File: config.mk
export PLATFORM = sky130hd
export DESIGN_NAME = serial_add_ctrl
export DESIGN_NICKNAME = d
export VERILOG_FILES = /design/src/rtl/serial_add_pkg.sv /design/src/rtl/fa_cell.sv /design/src/rtl/serial_add_ctrl.sv
export SDC_FILE = /design/constraint.sdc
export NUM_CORES = 1
export LEC_CHECK = 0
export ABC_AREA = 1
export BUFFER_PORTS_ARGS = -buffer_cell sky130_fd_sc_hd__buf_2
export CORE_ASPECT_RATIO = 0.7
export CORE_MARGIN = 1
export CORE_UTILIZATION = 40
export CTS_BUF_LIST = sky130_fd_sc_hd__clkbuf_4
export CTS_CLUSTER_SIZE = 12
export DETAILED_ROUTE_END_ITERATION = 10
export GPL_TIMING_DRIVEN = 0
export SLEW_MARGIN = 20
export SYNTH_ARGS = -nofsm -noshare
export SYNTH_HDL_FRONTEND = slang
export SYNTH_HIERARCHICAL = 1
export SYNTH_SLANG_ARGS = --single-unit
File: constraint.sdc
create_clock -name clk -period 1.73 [get_ports clk]
set_input_delay 0.173 -clock clk [delete_from_list [all_inputs] [get_ports clk]]
set_output_delay 0.173 -clock clk [all_outputs]
set_load 0.01 [all_outputs]
File: src/rtl/serial_add_pkg.sv
// Shared types and sizing helpers for the bit-serial adder controller.
package serial_add_pkg;

  typedef enum logic [1:0] {
    IDLE = 2'b00,
    RUN  = 2'b01,
    DONE = 2'b10
  } state_t;

  localparam int DEFAULT_WIDTH = 8;

  // Bit counter width; kept at least one bit so degenerate widths still elaborate.
  function automatic int cnt_width(input int width);
    return (width > 1) ? $clog2(width) : 1;
  endfunction

endpackage

File: src/rtl/fa_cell.sv
// Single full-adder cell, time-shared by the serial adder controller.
module fa_cell (
  input  logic a,
  input  logic b,
  input  logic cin,
  output logic s,
  output logic cout
);

  assign s    = a ^ b ^ cin;
  assign cout = (a & b) | (cin & (a ^ b));

endmodule

File: src/rtl/serial_add_ctrl.sv
// Bit-serial adder: one full-adder cell processes WIDTH operand bits LSB first,
// with a start/busy/done handshake and a result held until the next completion.
module serial_add_ctrl
  import serial_add_pkg::*;
#(
  parameter int WIDTH = DEFAULT_WIDTH
) (
  input  logic             clk,
  input  logic             rst,
  input  logic             start,
  input  logic [WIDTH-1:0] a,
  input  logic [WIDTH-1:0] b,
  input  logic             cin,
  output logic             busy,
  output logic             done,
  output logic [WIDTH-1:0] sum,
  output logic             cout
);

  localparam int              CW       = cnt_width(WIDTH);
  localparam logic [CW-1:0]   CNT_LAST = CW'(WIDTH - 1);

  state_t           state, state_next;
  logic [WIDTH-1:0] a_sh, b_sh, acc;
  logic [WIDTH-1:0] acc_next;
  logic [CW-1:0]    cnt;
  logic             carry;
  logic             bit_s, bit_c;
  logic             last_bit;

  fa_cell u_fa (
    .a    (a_sh[0]),
    .b    (b_sh[0]),
    .cin  (carry),
    .s    (bit_s),
    .cout (bit_c)
  );

  // The new sum bit enters at the MSB so after WIDTH shifts bit 0 sits at the LSB.
  assign acc_next = {bit_s, acc[WIDTH-1:1]};
  assign last_bit = (cnt == CNT_LAST);

  // NOTE: every output of a combinational block is assigned a default first so no
  // path through the case statement leaves it unassigned and infers a latch.
  always_comb begin
    state_next = state;
    unique case (state)
      IDLE:    if (start) state_next = RUN;
      RUN:     if (last_bit) state_next = DONE;
      DONE:    state_next = IDLE;
      default: state_next = IDLE;
    endcase
  end

  // NOTE: sequential state uses non-blocking assignments so every register samples
  // the pre-edge values of the others, independent of statement order.
  always_ff @(posedge clk or posedge rst) begin
    if (rst) state <= IDLE;
    else     state <= state_next;
  end

  always_ff @(posedge clk or posedge rst) begin
    if (rst) begin
      a_sh  <= '0;
      b_sh  <= '0;
      acc   <= '0;
      cnt   <= '0;
      carry <= 1'b0;
      sum   <= '0;
      cout  <= 1'b0;
    end else begin
      unique case (state)
        IDLE: begin
          if (start) begin
            a_sh  <= a;
            b_sh  <= b;
            carry <= cin;
            cnt   <= '0;
            acc   <= '0;
          end
        end
        RUN: begin
          acc   <= acc_next;
          carry <= bit_c;
          a_sh  <= a_sh >> 1;
          b_sh  <= b_sh >> 1;
          cnt   <= cnt + 1'b1;
          if (last_bit) begin
            sum  <= acc_next;
            cout <= bit_c;
          end
        end
        default: ;
      endcase
    end
  end

  assign busy = (state != IDLE);
  assign done = (state == DONE);

endmodule

# Word level (Yosys, flattened, before mapping)
# Index checks and enable logic that the tools add are counted.
[classes]
mux = 13
n_reduce_logical = 6
n_bitwise = 5
n_eq_ne = 5
addsub = 1
[ops]
columns = ["operator", "count"]
rows = [
  ["case mux 8 bit (2 select lines)", 3],
  ["2-to-1 mux 8 bit", 3],
  ["case mux 3 bit (2 select lines)", 1],
  ["AND reduction 2 bit", 3],
  ["2-to-1 mux 2 bit", 2],
  ["inequality test 2 bit (second input constant)", 2],
  ["case mux 2 bit (2 select lines)", 1],
  ["nonzero test 2 bit", 2],
  ["adder 3 x 1 -> 3 bit (second input constant)", 1],
  ["== test 3 bit (second input constant)", 1],
  ["2-to-1 mux 3 bit", 1],
  ["bitwise AND 1 bit", 2],
  ["== test 2 x 1 -> 1 bit (second input constant)", 1],
  ["== test 2 bit (second input constant)", 1],
  ["logical NOT 2 bit", 1],
  ["case mux 1 bit (2 select lines)", 1],
  ["bitwise XOR 1 bit", 2],
  ["2-to-1 mux 1 bit", 1],
  ["OR 1 bit", 1],
]
[totals]
ff_bits = 39
wordCells = 38

# Longest topological paths before layout
# Gate-level depths: netlist (run 1).
[logic_depth]
ltp_word = 4
depth_mapped = 7
mapped_depth_nobuf = 6

# Cells and area by module
# The synthesis (run 1) kept the hierarchy.
[modules_own_cells]
columns = ["mod", "seq_area_each_um2", "instances", "area_per_inst_um2", "cells_per_inst"]
rows = [
  ["serial_add_ctrl", 950.9, 1, 1732.9, 191],
  ["fa_cell", 0.0, 1, 20.0, 1],
]

# Worst setup path before layout (run 1)
# OpenSTA, ideal clock, no wires.
[synth_path]
path_type = "register to register"
from = "reg cnt[0]"
to = "reg sum[7]"
setup_slack_ps = 519
path_stages_with_launch = 7
setup_ps = 65
required_ps = 1665
t_arrival_ps = 1146
cell_sequence = "dfrtp_1 > ha_1 > ha_1 > nand2_4 > buf_6 > nand2_1 > nand2_1"
[synth_via]
elab_chain_cells = 2
[synth_lines]
columns = ["item", "line", "rtl"]
rows = [
  ["start: declaration", "serial_add_ctrl.sv:26", "logic [CW-1:0] cnt;"],
  ["start signal: assignment", "serial_add_ctrl.sv:87", "cnt <= cnt + 1'b1;"],
  ["== test 3 bit", "serial_add_ctrl.sv:41", "assign last_bit = (cnt == CNT_LAST);"],
  ["AND reduction 2 bit (no source line)", "n/a", ""],
  ["end signal: assignment", "serial_add_ctrl.sv:89", "sum <= acc_next;"],
  ["end: declaration", "serial_add_ctrl.sv:16", "output logic [WIDTH-1:0] sum,"],
]
# No other way between the ends.
# A chain may end at the register's enable or synchronous reset.

# Worst setup path in the final report (run 1)
[layout_path]
from = "reg state[1]"
to = "out done"
[layout_via]
elab_chain_cells = 1
[layout_lines]
columns = ["item", "line", "rtl"]
rows = [
  ["start: declaration", "serial_add_ctrl.sv:23", "state_t state, state_next;"],
  ["start signal: assignment", "serial_add_ctrl.sv:59", "else state <= state_next;"],
  ["== test 2 bit", "serial_add_ctrl.sv:99", "assign done = (state == DONE);"],
  ["end: declaration", "serial_add_ctrl.sv:15", "output logic done,"],
]
# No other way between the ends.

==> run summary, run 1 <==
Area contributors post-synth - dfrtp_1 54%, nand3_1 12%, nand2_1 9.6%, o21ai_2 4.0%, inv_1 3.9%
Sink Count - 38
R2R Setup Slk - 0.38 ns
Sw Pwr - 0.001400 W
async set-reset flop share out of synthesis - 100.0%
Synth Area in XOR/XNOR - 0%
final setup TNS - 0 ns
I/O Buffers - 30
WP data required - 1.56 ns
CORE AREA - 4065 um2
ANT nets after route - 0
crit path DAT - 1.41 ns
cell internal pwr - 0.002038 W
simple logic cell fraction of the synthesized area - 27.69%
reg2reg end - sum[0]$_DFFE_PP0P_
Vias/cell - 4.912
number of flops mapped to enable cells by yosys - 0
Pre-antenna DRT Iters - 4
skew final - 0.005246 ns
Die Y - 57.39 um
P&R area growth vs syn - 17.06%
Critical Path End Type - primary output
Synth Area in Adders - 2.570%
antenna diode count - 0
DR DRC count - 0
layout cell share with drive strength beyond 1 - 27.59%
wire length of the first global-routing pass - 6.265 mm
total global routing overflow - 0
WHS Path Cells - 3
yosys warns - 6
clock period minus worst slack - 1.585 ns
Final GP Congestion - 0.7418
post-synth top area share - 54.25%
Tcrit/Tclk final - 91.60%
Root Driver - clkbuf_4
vias in the first global route - 1302
Synth area leader - dfrtp_1
H-tree levels - 2
worst hold path class - in2reg
crit path max fanout - 10
critical path startpoint category - flop
Worst R2R Path Depth - 6
top achievable clock speed - 0.6310 GHz
post-route cell area - 2052 um2
power per standard cell area - 1675 nW/um2
max cap viols - 0
Final Setup Violations - 0
footprint of the multi-input gates - 646.9 um2
CTS tree - done
main combinational cell family by area after synthesis - simple AND/OR/NAND/NOR gates
initial antenna violation count - 0
Most used DFF post-synth - dfrtp_1
Gate power share - 43.3%
Worst-Skew Late Latency - 0.34 ns
switch share - 40.72%
die area - 4655 um2
Synth Cell Area - 1753 um2
Yosys cell types - 21
Avg Cell Area, Syn - 9.130 um2
Worst-Margin Slew - 0.4375 ns
commonest cells in the netlist - 45 x nand2_1, 41 x nand3_1, 38 x dfrtp_1, 18 x inv_1
post-cts sizing count - 0
register share of total power - 43.4%
Slew HR - 70.83%
Non-Filler Instances - 284
Fillers - 409
hold_sp - a[7]
Peak VDD IR - 0.0007235 V
Clk pin slew, worst setup/hold paths - 0.11 ns
Core Rows - 19
status - completed
sequential-to-total area share from yosys stat - 54.25%
Routed WL per cell - 13.03 um
Starting Density - 43.12%
Fin Hold WS - 0.02592 ns
register area - 950.9 um2
kind of critical path - reg2out
Clock Power Share - 13.3%
hpwl dp - 2.608 mm
r2r startpoint - cnt[0]$_DFFE_PP0P_
DR iter-0 viols - 128
mux cell area share after synthesis - 0%
I/O pins - 31
Placed Area - 1988 um2
Post-CTS Setup Inserts - 0
Final Slew Violations - 0
clk buf depth - 2
RSZ-0062 raised after global routing - no
leakage power - 1.078 nW
Total Routed Length - 3.701 mm
top-count cell post-synth - nand2_1
Synth Area in Compound Gates - 6.638%
layout net count - 254
setup ws final - 0.1453 ns
synthesized instance count - 192
vias - 1395
Global Route Usage Sum - 18.48%
Worst path max stage delay - 0.46 ns
placed cells - 275
hold path endpoint - a_sh[7]$_DFFE_PP0P_
dpl ws - 0.4070 ns
largest net degree at the start of global routing - 35
Syn Nets - 215
Die Wd - 81.13 um
crit-path most repeated cell - buf_2
Max stage delay cell, worst path - dfrtp_1
cell chain of the critical path - inv_2 -> buf_2 -> nor2_1 -> buf_2
number of buffers created by CTS - 5
delay-heaviest family, CP - buffers and inverters
register bit count reported by yosys - 38
Hold Vio Cnt, Final - 0
CP bufs+invs - 3
[final cells by class]
cell class                      count  share of cell area, %
Inverter                           20                  3.780
Sequential cell                    38                  46.34
Multi-Input combinational cell    123                  31.52
Clock buffer                        6                  2.195
Buffer                             11                  3.780
Clock inverter                      2                 0.4268
Timing Repair Buffer               32                  8.780
Tap cell                           52                  3.171
[cell families (layout without fill, tap and decap cells)]
group | after synthesis | in the layout
flops | 38 | 38
simple gates | 103 | 103
buf+inv | 31 | 71
compound gates | 17 | 17
fa+ha+maj | 3 | 3
[per-stage QoR]
stage	total power (W)	util, %
finish	0.003438	50.48
detailed placement	0.003021	48.91
floorplan	0.002582	-
global placement	0.002982	48.41
global route	0.003775	50.48
CTS	0.003491	50.48
[per-layer routing]
metal	up-vias	share of wire [%]	global-route usage, %
met5	-	0	0
met4	0	1.4	6.888
met3	8	4.5	5.440
met2	28	41	22.81
met1	647	53	29.56
li1	712	-	-
[flip-flops by register name, summed over array words and instances, names as in the netlist]
name	flops
carry	1
cout	1
state	2
sum	8
cnt	3
acc	7
a_sh	8
b_sh	8
[tightest hold or removal path, delay by kind of cell]
kind / cells / cell delay, ns
AND/OR/NAND/NOR: 2 / 0.09
buffers and inverters: 1 / 0.07
[power groups by stage]
| stage | registers (W) | logic (W) | clock network (W) |
|---|---|---|---|
| 2_1_floorplan | 0.00152 | 0.00106 | 0 |
| 3_3_place_gp | 0.00150 | 0.00148 | 0 |
| 3_5_place_dp | 0.00151 | 0.00152 | 0 |
| 4_1_cts | 0.00149 | 0.00152 | 0.000481 |
| 5_1_grt | 0.00154 | 0.00172 | 0.000520 |
| 6_report | 0.00149 | 0.00149 | 0.000457 |
[cells in the final DEF (no fill, tap or decap), types with 2 or more instances in the layout]
cell      instances
buf_2            35
buf_4             2
buf_6             3
clkbuf_4          6
dfrtp_1          38
ha_1              2
inv_1            17
inv_2             2
nand2_1          45
nand2_2           2
nand2_4           2
nand3_1          41
nand4_1           8
nor2_1            4
o21ai_0           7
o21ai_2           8
[how the worst max path moves through the flow]
stage	from	end	cells after the start
after floorplan	cnt[0]$_DFFE_PP0P_	sum[7]$_DFFE_PP0P_	6
after global placement	rst	a_sh[4]$_DFFE_PP0P_	2
after detailed placement	cnt[0]$_DFFE_PP0P_	sum[7]$_DFFE_PP0P_	6
after CTS	state[1]$_DFFE_PP0P_	done	4
after global routing	state[1]$_DFFE_PP0P_	done	4
final	state[1]$_DFFE_PP0P_	done	4
[what timing repair did]
item,in CTS,in global routing
setup endpoints to repair,0,0
hold buffers,1,0
hold endpoints to repair,38,0
Power figures use the tool's default switching activity.
==> inputs of run 2 (changes only) <==
CELL_PAD_IN_SITES_DETAIL_PLACEMENT = 0   (was not set)
CELL_PAD_IN_SITES_GLOBAL_PLACEMENT = 1   (was not set)
PLACE_DENSITY_LB_ADDON = 0.1   (was not set)
==> run 2 against run 1 <==
Flip-flop and latch count unchanged. Final cell count is the same. Worst setup slack better by 0.00066 ns. Combinational power barely moved. Global-route usage increased by 0.29 points. Clock skew rose by 0.0099 ns. Fmax is essentially flat. Clock-buffer cell count fell by 1. Critical endpoint unchanged. Largest power group unchanged. Highest routed layer unchanged.
==> run summary, run 2 (synthesized netlist as in run 1, its figures left out) <==
crit-path most repeated cell - buf_2
post-route cell area - 2059 um2 (+0.37%)
Tcrit/Tclk final - 91.56% (about the same)
critical path startpoint category - flop
clk buf depth - 2 (unchanged)
skew final - 0.01517 ns (+0.009922 ns)
Starting Density - 43.12% (unchanged)
I/O Buffers - 30 (unchanged)
Final GP Congestion - 0.7542 (+1.7%)
crit path max fanout - 10 (unchanged)
Global Route Usage Sum - 18.77% (+0.29 points)
final setup TNS - 0 ns (unchanged)
hold_sp - b[7]
worst hold path class - in2reg
Hold Vio Cnt, Final - 0 (unchanged)
DR DRC count - 0 (unchanged)
hold path endpoint - b_sh[7]$_DFFE_PP0P_
layout net count - 254 (unchanged)
PnR Total Power - 0.003451 W (+0.39%)
power per standard cell area - 1676 nW/um2 (about the same)
WP data required - 1.56 ns (about the same)
Sink Count - 38 (unchanged)
clock period minus worst slack - 1.584 ns (-0.0006620 ns)
Worst path max stage delay - 0.46 ns (about the same)
RSZ-0062 raised after global routing - no
reg2reg end - sum[0]$_DFFE_PP0P_
layout cell share with drive strength beyond 1 - 27.59% (unchanged)
Worst-Margin Slew - 0.4482 ns (+0.01069 ns)
Clk pin slew, worst setup/hold paths - 0.12 ns (about the same)
hpwl dp - 2.769 mm (+6.2%)
I/O pins - 31 (unchanged)
Die Wd - 81.13 um (unchanged)
Max stage delay cell, worst path - dfrtp_1
Final Slew Violations - 0 (unchanged)
commonest non-fill, non-tap cells in the layout - 45 x nand2_1, 41 x nand3_1, 38 x dfrtp_1
leading registers by flop count - a_sh (8), b_sh (8), sum (8)
Root Driver - clkbuf_4
CTS tree - done
Pre-antenna DRT Iters - 4 (unchanged)
Placed Area - 1996 um2 (+0.38%)
leakage power - 1.077 nW (-0.11%)
crit path DAT - 1.41 ns (about the same)
R2R Setup Slk - 0.36 ns (-0.02 ns)
most common cell after layout, fill and taps aside - nand2_1
kind of critical path - reg2out
number of buffers created by CTS - 5 (unchanged)
Total Routed Length - 3.823 mm (+3.3%)
vias in the first global route - 1402 (+7.7%)
cell chain of the critical path - inv_2 -> buf_2 -> nor2_1 -> buf_2
met2 wire length - 1.667 mm (+11%)
CP bufs+invs - 3 (unchanged)
Routed WL per cell - 13.46 um (+3.3%)
Core Rows - 19 (unchanged)
Worst-Skew Late Latency - 0.34 ns (about the same)
Die Y - 57.39 um (unchanged)
M1 wire length - 1.953 mm (-1.3%)
ANT nets after route - 0 (unchanged)
wire length of the first global-routing pass - 6.596 mm (+5.3%)
Met3 Wirelength - 168 um (+1.2%)
delay-heaviest family, CP - buffers and inverters
H-tree levels - 2 (unchanged)
Worst R2R Path Depth - 6 (unchanged)
die area - 4655 um2 (unchanged)
status - completed
P&R area growth vs syn - 17.49%
top achievable clock speed - 0.6313 GHz (about the same)
WHS Path Cells - 3 (unchanged)
Top Metal Used - met4
r2r startpoint - cnt[0]$_DFFE_PP0P_
initial antenna violation count - 0 (unchanged)
Critical Path End Type - primary output
vias - 1432 (+2.7%)
total global routing overflow - 0 (unchanged)
Fin Hold WS - 0.03525 ns (+0.009322 ns)
Peak VDD IR - 0.0007924 V (+9.5%)
Vias/cell - 5.042 (+2.7%)
Slew HR - 70.12% (-0.71 points)
Final Setup Violations - 0 (unchanged)
largest net degree at the start of global routing - 24 (-31%)
antenna diode count - 0 (unchanged)
DR iter-0 viols - 70 (-45%)
max cap viols - 0 (unchanged)
CORE AREA - 4065 um2 (unchanged)
run 2: cell count changes in the layout (fill, tap and decap cells not counted):
cell        change
buf_12          -1
buf_16          +1
clkbuf_4        -1
clkinvlp_4      +1
run 2: worst register-to-register path, stage by stage, from the launching register on:
cell and delay [ns]:
dfrtp_1 0.42, ha_1 0.21, ha_1 0.22, nand2_4 0.15, buf_6 0.19, nand2_2 0.06, o21ai_2 0.05
run 2: metal layers:
layer	track usage, %	vias to the layer above
li1	-	707
met1	27.35	684
met2	27.49	36
met3	4.800	5
met4	5.357	0
met5	0	-
run 2: metrics by stage:
step                      setup WS [ns]  instances  util (%)
after detailed placement         0.3908        275     49.09
after CTS                        0.1485        284     50.66
after global routing            0.04909        284     50.66
after global placement           0.1712        274     48.41
final                            0.1459        284     50.66
after floorplan                  0.5195        192         -
run 2: what timing repair did:
action / 4_1_cts / 5_1_grt
gates resized for setup: 0 / 0
hold endpoints to repair: 15 / 0
setup buffers: 0 / 0
hold buffers: 1 / 0
run 2: power breakdown:
group          switching (W)  internal, W  total, W  leakage [nW]
sequential          0.000224      0.00128   0.00150         0.483
clock               0.000295     0.000151  0.000447        0.0286
combinational       0.000908     0.000594   0.00150         0.566
run 2: worst max path at each step:
stage	startpoint	end	cells past startpoint
after floorplan	cnt[0]$_DFFE_PP0P_	sum[7]$_DFFE_PP0P_	6
after global placement	rst	cnt[1]$_DFFE_PP0P_	2
after detailed placement	cnt[0]$_DFFE_PP0P_	sum[7]$_DFFE_PP0P_	6
after CTS	state[1]$_DFFE_PP0P_	done	4
after global routing	state[1]$_DFFE_PP0P_	done	4
final	state[1]$_DFFE_PP0P_	done	4
run 2: cell type report:
cell class	instances	area [um2]
repair buffers	32	187.7
flip-flops and latches	38	950.9
clock buffers	5	37.54
well taps	52	65.06
multi-input cells	123	646.9
plain buffers	11	77.57
inverters	20	77.57
clock inverters	3	16.27
fillers	390	2006
==> inputs of run 3 (changes only) <==
BUFFER_PORTS_ARGS = not set   (was -buffer_cell sky130_fd_sc_hd__buf_2)
DONT_BUFFER_PORTS = 1   (was not set)
==> run 3 against run 2 <==
Sequential power is 4% higher. Sequential share of layout area is 0.40 points higher. Final area is 0.85% lower. Clock power is 28% higher. Critical endpoint is now a_sh[1]$_DFFE_PP0P_. First-iteration DRC count is 11% lower. Flip-flop and latch count stayed put. Wire length is 0.89% lower. Final cell count is 7.0% lower. Utilization is 0.43 points lower. Clock skew is 0.0061 ns lower. Worst setup slack better by 0.027 ns. Register-to-register slack worse by 0.19 ns.
==> run summary, run 3 (synthesized netlist as in run 1, its figures left out) <==
CTS tree - done
Core Rows - 19 (unchanged)
Global Route Usage Sum - 18.69% (-0.081 points)
critical path startpoint category - flop
largest net degree at the start of global routing - 23 (-4.2%)
max cap viols - 0 (unchanged)
Fin Hold WS - 0.02619 ns (-0.009055 ns)
CP bufs+invs - 2 (-1)
Root Driver - clkbuf_4
Slew HR - 70.44% (+0.32 points)
Total Routed Length - 3.789 mm (-0.89%)
layout net count - 235 (-7.5%)
vias - 1330 (-7.1%)
delay-heaviest family, CP - buffers and inverters
Clk pin slew, worst setup/hold paths - 0.11 ns (about the same)
Fillers - 375 (-3.8%)
Routed WL per cell - 14.35 um (+6.6%)
r2r startpoint - state[1]$_DFFE_PP0P_
Starting Density - 43.12% (unchanged)
Die Y - 57.39 um (unchanged)
ANT nets after route - 0 (unchanged)
dpl ws - 0.4029 ns (+0.01209 ns)
Tcrit/Tclk final - 89.98% (-1.6 points)
RSZ-0062 raised after global routing - no
status - completed
initial antenna violation count - 0 (unchanged)
cell chain of the critical path - inv_2 -> nand4_1 -> dlygate4sd3_1 -> nand3_1
Final Slew Violations - 0 (unchanged)
leakage power - 1.008 nW (-6.4%)
crit path DAT - 1.84 ns (+0.43 ns)
wire length of the first global-routing pass - 6.382 mm (-3.2%)
setup ws final - 0.1733 ns (+0.02738 ns)
Critical Path End Type - flop
skew final - 0.009062 ns (-0.006106 ns)
CORE AREA - 4065 um2 (unchanged)
Final GP Congestion - 0.7065 (-6.3%)
Worst-Margin Slew - 0.4434 ns (-0.004791 ns)
layout cell share with drive strength beyond 1 - 15.09% (-12 points)
DR DRC count - 0 (unchanged)
hpwl dp - 2.625 mm (-5.2%)
hold_sp - b[2]
PnR Total Power - 0.003476 W (+0.71%)
crit path max fanout - 15 (+5)
H-tree levels - 2 (unchanged)
commonest non-fill, non-tap cells in the layout - 45 x nand2_1, 41 x nand3_1, 38 x dfrtp_1
Worst path max stage delay - 0.57 ns (+0.11 ns)
Pre-antenna DRT Iters - 4 (unchanged)
P&R area growth vs syn - 16.49%
antenna diode count - 0 (unchanged)
WP data required - 2.01 ns (+0.45 ns)
vias in the first global route - 1329 (-5.2%)
DR iter-0 viols - 62 (-11%)
Peak VDD IR - 0.0007963 V (+0.49%)
Worst-Skew Late Latency - 0.34 ns (about the same)
CP Launch Point - state[1]$_DFFE_PP0P_
leading registers by flop count - a_sh (8), b_sh (8), sum (8)
die area - 4655 um2 (unchanged)
Die Wd - 81.13 um (unchanged)
Vias/cell - 5.038 (about the same)
I/O pins - 31 (unchanged)
final setup TNS - 0 ns (unchanged)
clk buf depth - 2 (unchanged)
top achievable clock speed - 0.6424 GHz (+1.8%)
most common cell after layout, fill and taps aside - nand2_1
Max stage delay cell, worst path - dlygate4sd3_1
Sink Count - 38 (unchanged)
Final Setup Violations - 0 (unchanged)
M1 wire length - 1.927 mm (-1.3%)
total global routing overflow - 0 (unchanged)
number of buffers created by CTS - 5 (unchanged)
I/O Buffers - 0 (-100%)
Met3 Wirelength - 180 um (+7.1%)
Hold Vio Cnt, Final - 0 (unchanged)
post-layout util - 50.23% (-0.43 points)
worst hold path class - in2reg
power per standard cell area - 1702 nW/um2 (+1.6%)
kind of critical path - reg2reg
Top Metal Used - met4
clock period minus worst slack - 1.557 ns (-0.02738 ns)
met2 wire length - 1.639 mm (-1.7%)
[run 3: cell count changes in the layout (fill, tap and decap cells not counted), sizes merged]
cell,before,now
buf,41,10
bufinv,0,1
clkinv,2,1
clkinvlp,1,0
dlygate4sd3,1,13
[run 3: where the power goes]
group	switching [W]	leakage (nW)	total (W)	internal, W
Sequential	0.000276	0.483	0.00156	0.00128
Clock	0.000281	0.0387	0.000574	0.000292
Combinational	0.000822	0.487	0.00135	0.000524
Total	0.00138	1.01	0.00348	0.00210
[run 3: worst reg2reg max path, stage by stage, from the launching register on]
cell	delay, ns
dfrtp_1	0.45
inv_2	0.28
nand4_1	0.12
dlygate4sd3_1	0.57
nand3_1	0.08
[run 3: repair_timing]
item / in CTS / in global routing
resized for setup: 0 / 0
hold buffers: 13 / 0
setup buffers: 0 / 0
endpoints found under the setup margin: 0 / 1
endpoints found under the hold margin: 35 / 0
[run 3: worst paths after layout]
path / endpoint / slack, ns / cells past startpoint
max: a_sh[1]$_DFFE_PP0P_ / 0.17 / 4
min: b_sh[2]$_DFFE_PP0P_ / 0.03 / 2
max reg2reg: a_sh[1]$_DFFE_PP0P_ / 0.17 / 4
min reg2reg: cnt[0]$_DFFE_PP0P_ / 0.48 / 1
max in group asynchronous: state[0]$_DFFE_PP0P_ / 1.03 / 3
min in group asynchronous: sum[5]$_DFFE_PP0P_ / 0.26 / 2
[run 3: final cells by class]
| cell class | count | area (um2) | share of cell area (%) |
|---|---|---|---|
| timing repair buffer | 14 | 157.7 | 7.721 |
| tap | 52 | 65.06 | 3.186 |
| clock buffer | 5 | 37.54 | 1.838 |
| sequential | 38 | 950.9 | 46.57 |
| multi-input combinational | 123 | 646.9 | 31.68 |
| clock inverter | 2 | 33.78 | 1.654 |
| buffer | 10 | 72.57 | 3.554 |
| inverter | 20 | 77.57 | 3.799 |
[run 3: per-layer routing]
metal,global-route usage [%],up-vias
met2,27.01,36
met5,0,-
li1,-,669
met3,5.600,5
met4,7.398,0
met1,26.17,620
[run 3: stage by stage]
step | std cells | cell area (um2)
after global placement | 244 | 1818
after detailed placement | 245 | 1846
after CTS | 265 | 2047
after global routing | 264 | 2042
final | 264 | 2042
after floorplan | 192 | 1753
